==> src/rtl/trace_fifo.sv <==
// trace_fifo: first-word-fall-through queue of CPU retire records feeding a
// trace logger. Records arriving while the queue is full (and nothing leaves
// that cycle) are dropped.
// Optional feature macro: TRACE_FIFO_DROP_CNT_EN enables a saturating count
// of dropped records on drop_cnt; otherwise drop_cnt is tied to zero.
module trace_fifo #(
    parameter int DEPTH = 16,
    parameter int CNT_W = 16
) (
    input  logic                     clk,
    input  logic                     rst,
    input  logic                     in_valid,
    input  logic [31:0]              in_instruction,
    input  logic [4:0]               in_rd,
    input  logic [4:0]               in_rs1,
    input  logic [4:0]               in_rs2,
    input  logic [31:0]              in_rd_value,
    input  logic [11:0]              in_imm,
    output logic                     out_valid,
    input  logic                     out_ready,
    output logic [31:0]              out_instruction,
    output logic [4:0]               out_rd,
    output logic [4:0]               out_rs1,
    output logic [4:0]               out_rs2,
    output logic [31:0]              out_rd_value,
    output logic [11:0]              out_imm,
    output logic [$clog2(DEPTH):0]   count,
    output logic                     full,
    output logic [CNT_W-1:0]         drop_cnt
);

    localparam int DATA_W = 91;
    localparam int PTR_W  = $clog2(DEPTH);
    localparam int OCC_W  = PTR_W + 1;

    logic [DATA_W-1:0] mem [DEPTH];
    logic [PTR_W-1:0]  head;
    logic [PTR_W-1:0]  tail;
    logic [OCC_W-1:0]  occ;
    logic [DATA_W-1:0] wr_data;
    logic [DATA_W-1:0] rd_data;
    logic              push;
    logic              pop;

    // A pop frees the head slot in the same cycle, so a full queue still
    // accepts a record when the logger is draining.
    assign out_valid = (occ != '0);
    assign full      = (occ == OCC_W'(DEPTH));
    assign pop       = out_valid & out_ready;
    assign push      = in_valid & (~full | pop);
    assign count     = occ;

    assign wr_data = {in_instruction, in_rd, in_rs1, in_rs2, in_rd_value, in_imm};
    assign rd_data = mem[head];

    assign out_instruction = rd_data[90:59];
    assign out_rd          = rd_data[58:54];
    assign out_rs1         = rd_data[53:49];
    assign out_rs2         = rd_data[48:44];
    assign out_rd_value    = rd_data[43:12];
    assign out_imm         = rd_data[11:0];

    // Record storage: written at the tail, never cleared by reset.
    always_ff @(posedge clk) begin
        if (push && !rst) begin
            mem[tail] <= wr_data;
        end
    end

    // Head/tail pointers wrap naturally because DEPTH is a power of two.
    always_ff @(posedge clk) begin
        if (rst) begin
            head <= '0;
            tail <= '0;
        end else begin
            if (push) tail <= tail + 1'b1;
            if (pop)  head <= head + 1'b1;
        end
    end

    // Occupancy: a simultaneous push and pop leaves it unchanged.
    always_ff @(posedge clk) begin
        if (rst) begin
            occ <= '0;
        end else begin
            case ({push, pop})
                2'b10:   occ <= occ + 1'b1;
                2'b01:   occ <= occ - 1'b1;
                default: occ <= occ;
            endcase
        end
    end

`ifdef TRACE_FIFO_DROP_CNT_EN
    logic             drop;
    logic [CNT_W-1:0] drop_q;

    assign drop = in_valid & full & ~pop;

    function automatic logic [CNT_W-1:0] sat_inc(input logic [CNT_W-1:0] v);
        return (v == '1) ? v : v + 1'b1;
    endfunction

    // Saturating count of records lost to overflow.
    always_ff @(posedge clk) begin
        if (rst) begin
            drop_q <= '0;
        end else if (drop) begin
            drop_q <= sat_inc(drop_q);
        end
    end

    assign drop_cnt = drop_q;
`else
    assign drop_cnt = '0;
`endif

endmodule

==> config.mk <==
export PLATFORM = sky130hd
export DESIGN_NAME = trace_fifo
export DESIGN_NICKNAME = d
export VERILOG_FILES = /design/src/rtl/trace_fifo.sv
export SDC_FILE = /design/constraint.sdc
export NUM_CORES = 1
export LEC_CHECK = 0
export CORE_MARGIN = 1
export CORE_UTILIZATION = 35
export DETAILED_ROUTE_END_ITERATION = 8
export PLACE_DENSITY_LB_ADDON = 0.1
export SYNTH_ARGS = -nofsm -noshare
export SYNTH_HDL_FRONTEND = slang
export SYNTH_SLANG_ARGS = --single-unit
==> constraint.sdc <==
create_clock -name clk -period 10.9 [get_ports clk]
set_input_delay 1.635 -clock clk [delete_from_list [all_inputs] [get_ports clk]]
set_output_delay 1.635 -clock clk [all_outputs]
set_load 0.02 [all_outputs]
## Word-level counts from Yosys, hierarchy flattened

Memory sizes are Yosys's and may differ from the RTL's. A register that Yosys moved wholly into a read port is not among the register bits.
Cells that the tools add are included.

| operators by class | value |
|---|---|
| $add $sub $neg | 4 |
| equality and inequality tests | 3 |
| multiplexer cells | 5 |
| bitwise logic cells | 4 |
| reduce and logical (&&, ||, !) cells | 4 |

Operator list:

| cell | count |
|---|---|
| $pmux 5 s2 | 1 |
| $add 4x1->4 const B | 2 |
| $mux 4 | 2 |
| $add 5x1->5 const B | 1 |
| $eq 5x5->1 const B | 1 |
| $reduce_bool 5->1 | 1 |
| $sub 5x1->5 const B | 1 |
| $and 1x1->1 | 2 |
| $eq 2x1->1 const B | 1 |
| $eq 2x2->1 const B | 1 |
| $mux 1 | 2 |
| $reduce_bool 2->1 | 1 |
| $logic_and 1x1->1 | 1 |
| $logic_not 1->1 | 1 |
| $not 1->1 | 1 |
| $or 1x1->1 | 1 |

| word-level totals | value |
|---|---|
| bits in registers | 13 |
| RAM bits | 1456 |
| input bits | 95 |
| output and inout port bits | 114 |
| logic and storage cells | 24 |
| memories | 1 |

Memories:

| name | depth | bits a word | rd ports | clocked after memory_dff | wr ports | line | RTL |
|---|---|---|---|---|---|---|---|
| mem | 16 | 91 | 1 | 1 | 1 | 36 | `logic [DATA_W-1:0] mem [DEPTH];` |

## Logic depth before layout (Yosys ltp)

| logic depth | value |
|---|---|
| depth after elaboration | 7 |
| gate-level depth with buffers | 8 |
| depth with buffers taken out | 8 |

## Worst setup path before layout

No wires, ideal clock.

| timing | value |
|---|---|
| kind | input to register |
| from | in out_ready |
| to | mem mem[12][0] (enable) |
| setup time | 542 ps |
| arrival time | 5996 ps |
| required time | 10358 ps |
| slack | 4362 ps |
| stages on the path | 4 |
| path buffers | 0 |
| cell sequence | nor2b_1 > a21boi_1 > nand2_1 > nor2_1 |

| on the way | value |
|---|---|
| cells in the longest elaborated chain, start to end | 6 |

Ends and longest elaborated chain:

| item | line | RTL |
|---|---|---|
| from (decl) | 20 | `input logic out_ready,` |
| $and 1x1->1 | 49 | `assign pop = out_valid & out_ready;` |
| $or 1x1->1 | 50 | `assign push = in_valid & (~full \| pop);` |
| $and 1x1->1 | 50 |  |
| $logic_and 1x1->1 | 65 | `if (push && !rst) begin` |
| $mux 1 | 65 |  |
| $mux 1 (implied by the code) | 66 | `mem[tail] <= wr_data;` |
| to (decl) | 36 |  |

Every way passes these cells.

==> impl_metrics.tcl <==
set metrics [dict create \
    netlist_area_sq_mm 0.05536 \
    synth_edf_count 1456 \
    worst_setup_path_start_kind "flop" \
    relSlewSlack 0.2458 \
    cts_num_sinks 1473 \
    drtIter0Drc 2015 \
    ys_types 48 \
    post_cts_buffers 0 \
    r2r-start "count[0]$_SDFFE_PP0P_" \
    dr.pass1.iters 5 \
    status "complete, no violations" \
    holdWs_ns 0.5572 \
    fillCellCount 13550 \
    dp_hpwl_microns 64480 \
    finalNetCount 2732 \
    gp_congestion 0.6982 \
    min_from "head[3]$_SDFFE_PP0N_" \
    grtUsageTotal 0.1790 \
    hold_violations 0 \
    numCtsBuffers 160 \
    crit_type "reg -> out" \
    die-area_sq_mm 0.1598 \
    die_x_microns 399.7 \
    syn_area_per_cell_sq_um 23.50 \
    clk_pin_slew_ns 0.06 \
    fin_skew_ns 0.02598 \
    grt-ovfl-total 0 \
    antenna_left 0 \
    die_h_microns 399.7 \
    finalCritPeriodShare 0.5982 \
    viasPerCell 5.304 \
    cts_buffer_depth 3 \
    peakVddDrop_mv 0.1695 \
    layout-drive-gt1-share 0.2346 \
    core_area_sq_mm 0.1566 \
    hold_path.class "reg -> reg" \
    cts_tree "built" \
    cts_resized 0 \
    ctsHoldBuffers 0 \
    period_minus_slack_ns 6.520 \
    grt_pass1_vias 28180 \
    rows 145 \
    reg2reg_depth 5 \
    htree_levels 4 \
    initial_utilization 0.3536 \
    ys.flop_type "edfxtp_1" \
    clk_latency_ns 0.78 \
    ys_ff_latch 1473 \
    area_growth_pct 16.98 \
    cts_root_buf "clkbuf_16" \
    drt-total-wl_microns 141000 \
    static-leakage-power_nw 19.70 \
    grt_max_degree 148 \
    crit_required_ns 9.27 \
    worstPathArrival_ns 4.89 \
    grt_pass1_wl_microns 202200 \
    rsz0062_at_grt "no" \
    total_power_mw 14.17 \
    tns_ns 0 \
    power_density_mw_per_mm2 218.8 \
    fmax_ghz 0.1534 \
    port_buffers 192 \
    max_cap_violations 0 \
    seq_area_frac_synth 0.7959 \
    layout_commonest_cell "edfxtp_1" \
    io_pins 209 \
    max_slew.worst_pin.slew_ns 1.129 \
    crit_fanout 85 \
    antenna_found_initial 16 \
    wl_per_cell_microns 29.24 \
    yosys_warnings 0 \
    postSynth.asyncResetShare 0 \
    synthCells 2356 \
    cp-end-kind "output pin" \
    slew_violations 0 \
    route.detailed.drc 0 \
    setup_viol 0 \
    hold_depth 2 \
    final_cell_mix "edfxtp_1 (1,456), mux4_2 (364), clkdlybuf4s50_1 (192)" \
    vias 25570 \
]
[kinds of logic after synthesis]
kind of cell / after synthesis / synth area share
AO/OA/AOI/OAI: 205 / 0.02791
AND/OR/NAND/NOR: 150 / 0.01157
flip-flops: 1473 / 0.7959
adder cells (fa/ha/maj): 9 / 0.002170
XOR/XNOR: 7 / 0.001108
other: 1 / 0.00006774
multiplexers: 368 / 0.1488
buffers and inverters: 143 / 0.01239
[report_power, final]
group          switching [mW]  internal [mW]
Combinational            1.34           1.33
Sequential             0.0851           6.30
Clock                    2.19           2.91
[critical path: stages (launching register included)]
cell             delay [ns]
dfxtp_4                0.78
buf_12                 0.60
buf_4                  0.90
mux4_2                 0.60
a22oi_1                0.24
nand2_1                0.17
clkdlybuf4s50_1        0.57
[metrics by stage]
stage / utilization / instances / cell area [sq um] / setup WS (ns)
2_1_floorplan: - / 2371 / 55410 / 4.362
3_3_place_gp: 0.3822 / 4524 / 59850 / 5.065
3_5_place_dp: 0.3822 / 4524 / 59850 / 5.063
4_1_cts: 0.4136 / 4820 / 64760 / 4.183
5_1_grt: 0.4136 / 4820 / 64760 / 3.971
6_report: 0.4136 / 4821 / 64760 / 4.380
[layer usage]
| metal | global-route usage | share of wire | vias to the layer above |
|---|---|---|---|
| met2 | 0.2921 | 0.49 | 569 |
| li1 | - | - | 10660 |
| met4 | 0.04049 | 0.017 | 18 |
| met3 | 0.03547 | 0.046 | 183 |
| met5 | 0 | 0.00083 | - |
| met1 | 0.2479 | 0.45 | 14140 |
[cell type report]
cell class	instances	area, sq um	share of cell area
repair buffers	234	2375	0.03667
inverters	4	15.01	0.0002318
multi-input cells	755	10810	0.1669
diodes	1	2.502	0.00003864
clock inverters	91	674.4	0.01041
well taps	2058	2575	0.03976
clock buffers	205	4237	0.06542
flip-flops and latches	1473	44070	0.6805
[flip-flops by register name, summed over array words and instances, names as in the netlist, named ones only]
register	count
mem	1456
count	5
head	4
tail	4
[cells in the mapped netlist, types with 2 or more instances]
| library cell | instances | area share |
|---|---|---|
| edfxtp_1 | 1456 | 0.79 |
| nand3_1 | 3 | 0.00027 |
| a22oi_1 | 182 | 0.025 |
| o21ai_0 | 3 | 0.00027 |
| nor2_1 | 30 | 0.0020 |
| dfxtp_1 | 17 | 0.0061 |
| mux2i_1 | 3 | 0.00054 |
| buf_2 | 37 | 0.0033 |
| nand2_1 | 97 | 0.0066 |
| nand3b_1 | 2 | 0.00027 |
| xnor2_1 | 2 | 0.00032 |
| nor3_1 | 4 | 0.00036 |
| buf_1 | 30 | 0.0020 |
| nor2b_1 | 6 | 0.00068 |
| clkbuf_1 | 46 | 0.0031 |
| a21oi_1 | 6 | 0.00054 |
| xor2_1 | 5 | 0.00079 |
| mux4_2 | 364 | 0.15 |
| ha_1 | 8 | 0.0018 |
| o211ai_1 | 2 | 0.00027 |
| buf_4 | 24 | 0.0033 |
| inv_1 | 3 | 0.00020 |
[path summary, 6_finish.rpt]
| path | slack [ns] | to |
|---|---|---|
| worst max-delay path | 4.38 | out_rd_value[12] |
| worst min-delay path | 0.56 | flop |
| worst max register to register | 7.40 | mem[5][63]$_DFFE_PP_ |
| worst min register to register | 0.56 | flop |
(Power assumes the default switching activity.)
